===== src/rtl/cpu_types_pkg.sv =====
// Basic datapath types shared by the CPU blocks.
package cpu_types_pkg;

    typedef logic [31:0] word_t;

endpackage


===== src/rtl/mem_request_arbiter_pkg.sv =====
// Shared state/op encodings and constants for the memory request arbiter.
package mem_arb_pkg;

    import cpu_types_pkg::*;

    typedef enum logic [1:0] {
        IDLE,
        DATA,
        INSTR,
        HALTED
    } arb_state_t;

    typedef enum logic {
        MEM_RD,
        MEM_WR
    } mem_op_t;

    // Load data returned when the RAM never acknowledges an access.
    localparam word_t BAD_DATA = 32'hBAD1BAD1;

endpackage


===== src/rtl/mem_request_arbiter_if.sv =====
// Datapath/RAM bundle seen by the arbiter; slave is the arbiter side, master the environment.
interface mem_request_arbiter_if #(
    parameter int ADDR_W = 32,
    parameter int DATA_W = 32
);

    logic              halt;
    logic              iREN;
    logic [ADDR_W-1:0] iaddr;
    logic              dREN;
    logic              dWEN;
    logic [ADDR_W-1:0] daddr;
    logic [DATA_W-1:0] dstore;
    logic              ramACK;
    logic [DATA_W-1:0] ramload;
    logic              ihit;
    logic [DATA_W-1:0] iload;
    logic              dhit;
    logic [DATA_W-1:0] dload;
    logic              ramREN;
    logic              ramWEN;
    logic [ADDR_W-1:0] ramaddr;
    logic [DATA_W-1:0] ramstore;
    logic              halted;
    logic              err;

    modport slave (
        input  halt, iREN, iaddr, dREN, dWEN, daddr, dstore, ramACK, ramload,
        output ihit, iload, dhit, dload, ramREN, ramWEN, ramaddr, ramstore, halted, err
    );

    modport master (
        output halt, iREN, iaddr, dREN, dWEN, daddr, dstore, ramACK, ramload,
        input  ihit, iload, dhit, dload, ramREN, ramWEN, ramaddr, ramstore, halted, err
    );

endinterface


===== src/rtl/mem_request_arbiter_wait_counter.sv =====
// Saturating RAM wait counter; o_terminal flags that MAX_WAIT cycles have elapsed.
module arb_wait_counter #(
    parameter int MAX_WAIT = 15
) (
    input  logic clk,
    input  logic rst,
    input  logic i_clear,
    input  logic i_enable,
    output logic o_terminal
);

    localparam int CW = (MAX_WAIT < 2) ? 1 : $clog2(MAX_WAIT + 1);

    logic [CW-1:0] r_count;
    logic          w_terminal;

    assign w_terminal = (r_count == CW'(MAX_WAIT));
    assign o_terminal = w_terminal;

    always_ff @(posedge clk) begin
        if (rst) begin
            r_count <= '0;
        end else if (i_clear) begin
            r_count <= '0;
        end else if (i_enable && !w_terminal) begin
            r_count <= r_count + CW'(1);
        end
    end

endmodule


===== src/rtl/mem_request_arbiter.sv =====
// Serialises data and instruction requests onto a single-port RAM, data first.
module mem_request_arbiter
    import mem_arb_pkg::*;
#(
    parameter int ADDR_W   = 32,
    parameter int DATA_W   = 32,
    parameter int MAX_WAIT = 15
) (
    input  logic                 CLK,
    input  logic                 RST,
    mem_request_arbiter_if.slave bus
);

    arb_state_t        r_state;
    arb_state_t        w_nextState;
    mem_op_t           r_op;
    logic [ADDR_W-1:0] r_addr;
    logic [DATA_W-1:0] r_store;
    logic [DATA_W-1:0] r_iload;
    logic [DATA_W-1:0] r_dload;
    logic              r_ihit;
    logic              r_dhit;
    logic              r_err;

    logic w_ramREN;
    logic w_ramWEN;
    logic w_acceptData;
    logic w_acceptInstr;
    logic w_finish;
    logic w_timeout;
    logic w_inAccess;
    logic w_cntClear;
    logic w_timeoutReached;

    // Counter starts from zero on every state entry, so the Nth RAM cycle sees N-1.
    assign w_inAccess = (r_state == DATA) || (r_state == INSTR);
    assign w_cntClear = !w_inAccess || (w_nextState != r_state);

    arb_wait_counter #(
        .MAX_WAIT(MAX_WAIT)
    ) u_waitCounter (
        .clk       (CLK),
        .rst       (RST),
        .i_clear   (w_cntClear),
        .i_enable  (w_inAccess),
        .o_terminal(w_timeoutReached)
    );

    always_ff @(posedge CLK) begin
        if (RST) begin
            r_state <= IDLE;
        end else begin
            r_state <= w_nextState;
        end
    end

    always_comb begin
        w_nextState   = r_state;
        w_ramREN      = 1'b0;
        w_ramWEN      = 1'b0;
        w_acceptData  = 1'b0;
        w_acceptInstr = 1'b0;
        w_finish      = 1'b0;
        w_timeout     = 1'b0;
        case (r_state)
            IDLE: begin
                if (bus.halt) begin
                    w_nextState = HALTED;
                end else if (bus.dREN || bus.dWEN) begin
                    w_nextState  = DATA;
                    w_acceptData = 1'b1;
                end else if (bus.iREN) begin
                    w_nextState   = INSTR;
                    w_acceptInstr = 1'b1;
                end
            end
            DATA: begin
                w_ramREN = (r_op == MEM_RD);
                w_ramWEN = (r_op == MEM_WR);
                if (bus.ramACK) begin
                    w_finish    = 1'b1;
                    w_nextState = IDLE;
                end else if (w_timeoutReached) begin
                    w_finish    = 1'b1;
                    w_timeout   = 1'b1;
                    w_nextState = IDLE;
                end
            end
            INSTR: begin
                w_ramREN = 1'b1;
                if (bus.ramACK) begin
                    w_finish    = 1'b1;
                    w_nextState = IDLE;
                end else if (w_timeoutReached) begin
                    w_finish    = 1'b1;
                    w_timeout   = 1'b1;
                    w_nextState = IDLE;
                end
            end
            HALTED: begin
                w_nextState = HALTED;
            end
            default: begin
                w_nextState = IDLE;
            end
        endcase
    end

    // A simultaneous read+write request is served as a write and flagged.
    always_ff @(posedge CLK) begin
        if (RST) begin
            r_op    <= MEM_RD;
            r_addr  <= '0;
            r_store <= '0;
            r_iload <= '0;
            r_dload <= '0;
            r_ihit  <= 1'b0;
            r_dhit  <= 1'b0;
            r_err   <= 1'b0;
        end else begin
            r_ihit <= 1'b0;
            r_dhit <= 1'b0;
            if (w_acceptData) begin
                r_addr  <= bus.daddr;
                r_store <= bus.dstore;
                r_op    <= bus.dWEN ? MEM_WR : MEM_RD;
                if (bus.dREN && bus.dWEN) begin
                    r_err <= 1'b1;
                end
            end else if (w_acceptInstr) begin
                r_addr <= bus.iaddr;
            end
            if (w_finish) begin
                if (r_state == DATA) begin
                    r_dhit <= 1'b1;
                    if (r_op == MEM_RD) begin
                        r_dload <= w_timeout ? DATA_W'(BAD_DATA) : bus.ramload;
                    end
                end else begin
                    r_ihit  <= 1'b1;
                    r_iload <= w_timeout ? DATA_W'(BAD_DATA) : bus.ramload;
                end
                if (w_timeout) begin
                    r_err <= 1'b1;
                end
            end
        end
    end

    assign bus.ihit     = r_ihit;
    assign bus.iload    = r_iload;
    assign bus.dhit     = r_dhit;
    assign bus.dload    = r_dload;
    assign bus.ramREN   = w_ramREN;
    assign bus.ramWEN   = w_ramWEN;
    assign bus.ramaddr  = r_addr;
    assign bus.ramstore = r_store;
    assign bus.halted   = (r_state == HALTED);
    assign bus.err      = r_err;

endmodule


===== src/flat_wrapper.sv =====
// flat-port wrapper written by rule: the top's interface ports become plain ports
module mem_request_arbiter_flat import mem_arb_pkg::*;
#(
    parameter int ADDR_W   = 32,
    parameter int DATA_W   = 32,
    parameter int MAX_WAIT = 15
)
  (CLK, RST, bus_halt, bus_iREN, bus_iaddr, bus_dREN, bus_dWEN, bus_daddr, bus_dstore, bus_ramACK, bus_ramload, bus_ihit, bus_iload, bus_dhit, bus_dload, bus_ramREN, bus_ramWEN, bus_ramaddr, bus_ramstore, bus_halted, bus_err);
  mem_request_arbiter_if #(.ADDR_W(ADDR_W), .DATA_W(DATA_W)) bus_i ();
  input  logic CLK;
  input  logic RST;
  input wire logic [$bits(bus_i.halt)-1:0] bus_halt;
  input wire logic [$bits(bus_i.iREN)-1:0] bus_iREN;
  input wire logic [$bits(bus_i.iaddr)-1:0] bus_iaddr;
  input wire logic [$bits(bus_i.dREN)-1:0] bus_dREN;
  input wire logic [$bits(bus_i.dWEN)-1:0] bus_dWEN;
  input wire logic [$bits(bus_i.daddr)-1:0] bus_daddr;
  input wire logic [$bits(bus_i.dstore)-1:0] bus_dstore;
  input wire logic [$bits(bus_i.ramACK)-1:0] bus_ramACK;
  input wire logic [$bits(bus_i.ramload)-1:0] bus_ramload;
  output wire logic [$bits(bus_i.ihit)-1:0] bus_ihit;
  output wire logic [$bits(bus_i.iload)-1:0] bus_iload;
  output wire logic [$bits(bus_i.dhit)-1:0] bus_dhit;
  output wire logic [$bits(bus_i.dload)-1:0] bus_dload;
  output wire logic [$bits(bus_i.ramREN)-1:0] bus_ramREN;
  output wire logic [$bits(bus_i.ramWEN)-1:0] bus_ramWEN;
  output wire logic [$bits(bus_i.ramaddr)-1:0] bus_ramaddr;
  output wire logic [$bits(bus_i.ramstore)-1:0] bus_ramstore;
  output wire logic [$bits(bus_i.halted)-1:0] bus_halted;
  output wire logic [$bits(bus_i.err)-1:0] bus_err;
  assign bus_i.halt = bus_halt;
  assign bus_i.iREN = bus_iREN;
  assign bus_i.iaddr = bus_iaddr;
  assign bus_i.dREN = bus_dREN;
  assign bus_i.dWEN = bus_dWEN;
  assign bus_i.daddr = bus_daddr;
  assign bus_i.dstore = bus_dstore;
  assign bus_i.ramACK = bus_ramACK;
  assign bus_i.ramload = bus_ramload;
  assign bus_ihit = bus_i.ihit;
  assign bus_iload = bus_i.iload;
  assign bus_dhit = bus_i.dhit;
  assign bus_dload = bus_i.dload;
  assign bus_ramREN = bus_i.ramREN;
  assign bus_ramWEN = bus_i.ramWEN;
  assign bus_ramaddr = bus_i.ramaddr;
  assign bus_ramstore = bus_i.ramstore;
  assign bus_halted = bus_i.halted;
  assign bus_err = bus_i.err;
  mem_request_arbiter #(.ADDR_W(ADDR_W), .DATA_W(DATA_W), .MAX_WAIT(MAX_WAIT)) u_core (.CLK(CLK), .RST(RST), .bus(bus_i));
endmodule

===== config.mk =====
export PLATFORM = sky130hd
export DESIGN_NAME = mem_request_arbiter_flat
export DESIGN_NICKNAME = d
export VERILOG_FILES = /design/src/rtl/cpu_types_pkg.sv /design/src/rtl/mem_request_arbiter_pkg.sv /design/src/rtl/mem_request_arbiter_if.sv /design/src/rtl/mem_request_arbiter_wait_counter.sv /design/src/rtl/mem_request_arbiter.sv /design/src/flat_wrapper.sv
export SDC_FILE = /design/constraint.sdc
export NUM_CORES = 1
export LEC_CHECK = 0
export ABC_AREA = 1
export CAP_MARGIN = 20
export CORE_MARGIN = 2
export CORE_UTILIZATION = 40
export DETAILED_ROUTE_END_ITERATION = 10
export PLACE_DENSITY_LB_ADDON = 0.05
export REMOVE_ABC_BUFFERS = 1
export SLEW_MARGIN = 20
export SYNTH_ARGS = -nofsm -noshare
export SYNTH_HDL_FRONTEND = slang
export SYNTH_HIERARCHICAL = 1
export SYNTH_SLANG_ARGS = --single-unit

===== constraint.sdc =====
create_clock -name CLK -period 2.5 [get_ports CLK]
set_clock_uncertainty 0.05 [all_clocks]
set_input_delay 0.5 -clock CLK [delete_from_list [all_inputs] [get_ports CLK]]
set_output_delay 0.5 -clock CLK [all_outputs]
set_load 0.01 [all_outputs]

Yosys cells after proc, flatten, opt, wreduce, memory -nomap -nowiden
Index checks and enable logic that the tools add are counted.
Operators by class
  add/sub/neg operators: 1
  eq/ne operators: 5
  mux-type cells: 30
  bitwise logic cells: 3
  reduce and logical (&&, ||, !) cells: 14
Operator list (count)
  $mux 32: 3
  $mux 1: 20
  $mux 2: 5
  $pmux 2 s3: 1
  $reduce_or 2->1: 3
  $add 4x1->4 const B: 1
  $eq 2x2->1 const B: 2
  $eq 4x4->1 const B: 1
  $logic_or 1x1->1: 3
  $not 1->1: 3
  $reduce_and 3->1: 1
  $eq 2x1->1 const B: 1
  $logic_and 1x1->1: 2
  $logic_not 1->1: 2
  $logic_not 2->1: 1
  $ne 2x2->1: 1
  $pmux 1 s2: 1
  $reduce_and 2->1: 1
  $reduce_bool 2->1: 1
Word-level totals
  flip-flop bits (word level): 138
  output and inout port bits: 134

Longest topological paths before layout
Gate-level depths: netlist (run 1).
  depth in word-level cells: 7
  depth in mapped cells: 14
  mapped depth without buffers: 14

Hierarchy
The synthesis (run 1) kept the hierarchy.
By module, submodules not included
  mem_request_arbiter: times used 1, cells an instance 696, area an instance 5191.2 µm², sequential area each 2682.6 µm²
  arb_wait_counter: times used 1, cells an instance 29, area an instance 200.2 µm², sequential area each 80.1 µm²

Least setup slack after synthesis (run 1)
OpenSTA, ideal clock, no wires.
  path kind: reg-to-reg
  from: reg u_core.r_state[0]
  to: reg u_core.u_waitCounter.r_count[0]
  library setup time: 64 ps
  data arrival time: 1659 ps
  data required time: 2386 ps
  slack: 727 ps
  stages on the path, launching flop included: 14
  path through: dfxtp_1 -> inv_1 -> ha_1 -> nand2_1 -> inv_1 -> nand2_1 -> nand2_1 -> nand2_1 -> nand2_1 -> nand2_1 -> nand3_1 -> nor2_1 -> o21ai_0 -> nor2_1
RTL lines
  start, declared: RTL line mem_request_arbiter.sv:14  | arb_state_t r_state;
  start signal, assigned: RTL line mem_request_arbiter.sv:53  | r_state <= w_nextState;
  $eq 2x1->1 / $eq 2x2->1 (equally long branches): RTL line mem_request_arbiter.sv:36  | assign w_inAccess = (r_state == DATA) || (r_state == INSTR);
  $logic_or 1x1->1 *: RTL line mem_request_arbiter.sv:36
  net u_core.w_inAccess: RTL line mem_request_arbiter.sv:31  | logic w_inAccess;
  $logic_not 1->1 *: RTL line mem_request_arbiter.sv:37  | assign w_cntClear = !w_inAccess || (w_nextState != r_state);
  $logic_or 1x1->1 *: RTL line mem_request_arbiter.sv:37
  net u_core.w_cntClear: RTL line mem_request_arbiter.sv:32  | logic w_cntClear;
  $reduce_or 2->1 (no line) *
  end signal, assigned: RTL line mem_request_arbiter_wait_counter.sv:26  | r_count <= r_count + CW'(1);
  end, declared: RTL line mem_request_arbiter_wait_counter.sv:14  | logic [CW-1:0] r_count;
The timed path passes the listed nets; every way through them passes the cells marked *.
A chain may end at the register's enable or synchronous reset.

Final worst setup path (run 1)
  from: reg u_core.r_state[1]
  to: out bus_ramWEN
Between the ends
  word-level cells in the longest chain between the ends: 2
RTL lines
  $eq 2x1->1: RTL line mem_request_arbiter.sv:65  | case (r_state)
  $mux 1: RTL line mem_request_arbiter.sv:65
  end, declared: RTL line flat_wrapper.sv:26  | output wire logic [$bits(bus_i.ramWEN)-1:0] bus_ramWEN;
Every way passes these cells.

==> results of run 1 <==
==> kinds of logic after synthesis <==
kind of cell / after synthesis
buf+inv: 101
flops: 138
fa+ha+maj: 5
compound gates: 201
simple gates: 280
==> state kept, by name, indices dropped and copies added (netlist names), 2 cells and up <==
signal and flops:
u_core/r_state 2, u_core/bus.ramstore 32, u_core/bus.ramaddr 32, u_core/u_waitCounter/r_count 4
u_core/bus.iload 32, u_core/bus.dload 32
==> area by class of cell <==
cell class              instances  area share
clock buffers                  21      0.0532
clock inverters                11      0.0161
inverters                      54      0.0229
multi-input cells             486       0.251
flip-flops and latches        138       0.312
well taps                     176      0.0249
repair buffers                282       0.319
==> how the worst max path moves through the flow <==
stage	start	to	slack, ns	depth (start not counted)
after floorplan	bus_dWEN	u_core/u_waitCounter/r_count[0]	0.04	9
after global placement	u_core/r_state[0]	bus_ramREN	0.27	5
after detailed placement	u_core/r_state[0]	bus_ramREN	0.21	5
after CTS	u_core/r_state[1]	bus_ramWEN	0.18	5
after global routing	u_core/r_state[1]	bus_ramREN	0.06	7
final	u_core/r_state[1]	bus_ramWEN	0.18	5
==> placed cells by master (no fill, tap or decap), types with 4 or more instances in the layout <==
| cell type | Yosys | final |
|---|---|---|
| sky130_fd_sc_hd__inv_2 | 6 | 7 |
| sky130_fd_sc_hd__nand2_2 | 4 | 4 |
| sky130_fd_sc_hd__buf_4 | 0 | 11 |
| sky130_fd_sc_hd__clkinv_2 | 0 | 4 |
| sky130_fd_sc_hd__a21oi_1 | 69 | 69 |
| sky130_fd_sc_hd__nand2_1 | 108 | 108 |
| sky130_fd_sc_hd__nand3_1 | 4 | 4 |
| sky130_fd_sc_hd__dfxtp_1 | 138 | 136 |
| sky130_fd_sc_hd__o22ai_1 | 32 | 32 |
| sky130_fd_sc_hd__ha_1 | 5 | 4 |
| sky130_fd_sc_hd__o21ai_0 | 97 | 97 |
| sky130_fd_sc_hd__inv_1 | 48 | 47 |
| sky130_fd_sc_hd__clkbuf_16 | 0 | 17 |
| sky130_fd_sc_hd__nor2_1 | 158 | 157 |
| sky130_fd_sc_hd__clkdlybuf4s50_1 | 0 | 267 |
==> per-stage QoR <==
stage | setup slack, ns | cells
2_1_floorplan | 0.0360 | 678
3_3_place_gp | 0.272 | 1136
3_5_place_dp | 0.211 | 1136
4_1_cts | 0.176 | 1168
5_1_grt | 0.0644 | 1168
6_report | 0.178 | 1168
==> worst reg2reg max path: cells and delay by family (launching register included) <==
family	cells	cell delay, ns
fa+ha+maj	1	0.34
buf+inv	3	0.22
simple gates	9	0.76
flops	1	0.38
compound gates	1	0.16
==> power by group <==
group / internal [mW] / switching (mW)
logic: 1.09 / 1.06
clock network: 1.64 / 0.940
registers: 2.55 / 0.180
==> metal layers <==
| layer | global-route usage | wire [um] |
|---|---|---|
| met1 | 0.267 | 6930 |
| met2 | 0.425 | 8840 |
| met3 | 0.0913 | 1700 |
| met4 | 0.0860 | 269 |
| met5 | 0 | 11 |
==> summary by stage, run 1 <==
Synth
The library cell occupying the most area in the post-synthesis netlist is sky130_fd_sc_hd__dfxtp_1. The synthesized area per cell is 7.44 um2. Of the post-synthesis cell area, the part taken by muxes is 0. The synthesized-area fraction occupied by xor and xnor cells is 0. The synthesized design contains 138 register bits. Counting flops with a built-in enable in the synthesized netlist gives 0. After synthesis, the share of flip-flops with an asynchronous set or reset is 0.

The part of the Yosys area used for sequential elements is 0.512. The synthesized-area fraction occupied by ao, oa, aoi and oai cells is 0.194. The most common cell in the synthesized netlist is sky130_fd_sc_hd__nor2_1. The synthesized instance count is a little over 700. The share of synthesized area in the top cell type comes to 0.512. The number of warnings reported in the yosys synthesis log is 6. For this run, the leading register cell type out of synthesis is sky130_fd_sc_hd__dfxtp_1. Of the total synthesized cell area, the portion taken by full adders, half adders and majority gates is 0.0116. After synthesis, the cell types taking the most area are sky130_fd_sc_hd__dfxtp_1 (51%), sky130_fd_sc_hd__nor2_1 (11%), sky130_fd_sc_hd__o21ai_0 (9.0%), sky130_fd_sc_hd__nand2_1 (7.5%), sky130_fd_sc_hd__a21oi_1 (6.4%). By area, the combinational part of the netlist is dominated by simple AND/OR/NAND/NOR gates.

The synthesized cell area is 5390 um2. The simple-gate area share of the yosys netlist is 0.204. The number of unique standard cell types used by synthesis is 22. By count the netlist is led by sky130_fd_sc_hd__nor2_1 (158), sky130_fd_sc_hd__dfxtp_1 (138), sky130_fd_sc_hd__nand2_1 (108).

Timing
The time the worst path needs with I/O delays and setup is around 2.3 ns. The remaining max-slew budget at the tightest pin is 0.637. Adding up every negative setup slack in the final design gives 0 ns. In the finished design, the share of the clock period the worst path needs comes to 0.929. Setup violations remaining at the end of the flow were counted as 0.

Static timing analysis puts the maximum clock frequency at 431 MHz. Setup repair after global routing left no endpoint under its margin. The final hold slack is 0.411 ns.

The transition time at the pin with the least slew margin is between 0.5 and 0.6 ns. The total count of max-transition violations in the final report is 0. The hold violation count in the final report was 0.

Worst setup path
The worst register-to-register path ends at u_core/u_waitCounter/r_count[0]. Of all nets on the critical path, the largest fanout is 6. The buffer and inverter count on the worst path is 3.

Data arrives at the worst endpoint at 1.77 ns. By startpoint and endpoint, the worst setup path is classified as flop to output port. The critical-path cell with the highest stage delay is sky130_fd_sc_hd__clkdlybuf4s50_1. Among cell families on the critical path, the largest total delay comes from buffers and inverters.

The largest single stage delay on the critical path is about 0.54 ns. The kind of end point of the critical path is an output port. The cell repeated most along the worst path is sky130_fd_sc_hd__inv_1.

The internal reg-to-reg setup slack is ~0.52 ns. For the worst setup path, the data required time is 1.95 ns. The worst register-to-register path begins at u_core/r_state[0].

The startpoint type of the worst setup path is a flop. Walking the worst path, the cells encountered are inv_1, ha_1, nand2_1, inv_1, clkdlybuf4s50_1. For the worst flop-to-flop path, the logic depth is 14.

Worst hold path
The number of cells on the worst hold path is 2. The min-delay analysis places its worst path in the category flop to flop. The start point of the worst hold path is u_core/bus.dload[6].

For hold timing, the worst endpoint is u_core/bus.dload[6].

Clock tree
The root cell of the clock tree is sky130_fd_sc_hd__clkbuf_16. The CTS tree is built. The clock passes through at most 2 buffers. For this design, the sink count on the clock tree is 138. The count of hold-fix buffers inserted at cts is 0. The count of instances resized after the clock tree is built is 5. After clock tree synthesis, the clock-pin slew on the worst setup and hold paths is 0.06 ns. The number of levels in the clock H-tree is 4. In this run the post-CTS setup repair buffer count came out at 0. The clock latency reported for the late side of the worst-skew pair is roughly 0.42 ns. The CTS buffer count is 17.

Route
The count of nets left with antenna violations once routing finished came out at 0. In the final routed layout, each cell accounts on average for 15.2 um. The vias after detailed routing is around 5700. After detailed routing, the number of remaining DRC violations is 0. The detailed router finished its first iteration with between 300 and 400 violations. After detailed routing, the number of vias per cell comes to 4.87.

Wires add up to 17.8 mm. The first-pass iteration count of the detailed router is 5.

Global route
In the global route stage, overall resource usage came out at 0.243. The remaining global-route overflow is 0. The initial antenna violation count is 1. The global-route wire length before repair is 27.6 mm. Entering global routing, the biggest net connects 65 pins.

The via count of the first global-routing pass was ~5500.

Placed design
Summing all placed instances gives a cell area of slightly above 8000 um2. The final weighted congestion in routability-driven placement is 0.876. After legalization and detailed placement, the total HPWL measured 12.7 mm. Buffers placed on the I/O ports in this run total 268.

Floorplan
In this run the vertical extent of the chip is 120 um. The floorplan step defined a die boundary enclosing 14400 um2. The starting density of the core is 0.409. The core region is 13200 um2.

From left edge to right edge, the die measures 120 um. In this run the core area contains 42 standard-cell rows. 269 I/O pins were placed.

Layout
The number of diodes is 0. Measured on the finished design, the core utilization comes to 0.671. After the last flow step, the layout net total stands at 1119. The share of cells above drive strength 1 is 0.0645. The cell area after layout is 8850 um2. The sequential cell area is between 2000 and 3000 um2. The area added between synthesis and finish is 64.1%.

The final-layout fill cell count is 1096. The multi-input combinational cells in the finished layout cover a total of 2220 um2.

Power
Across the VDD grid, the largest voltage drop is 426 uV. The total power is 7.47 mW. The total power density per cell area is around 840 nW/um2. The leakage power is 3.54 nW.

Status
The flow ran to the end, and the final reports show no timing, DRC or antenna violations.

Job
The tool flagged a number of max-cap violations equal to 0.
(Power assumes the default switching activity.)
==> run 2: changes to the inputs <==
Settings changed: CTS_CLUSTER_SIZE set to 14.
==> results of run 2 <==
No change in the layout: final DEF, timing and power equal those of run 1.
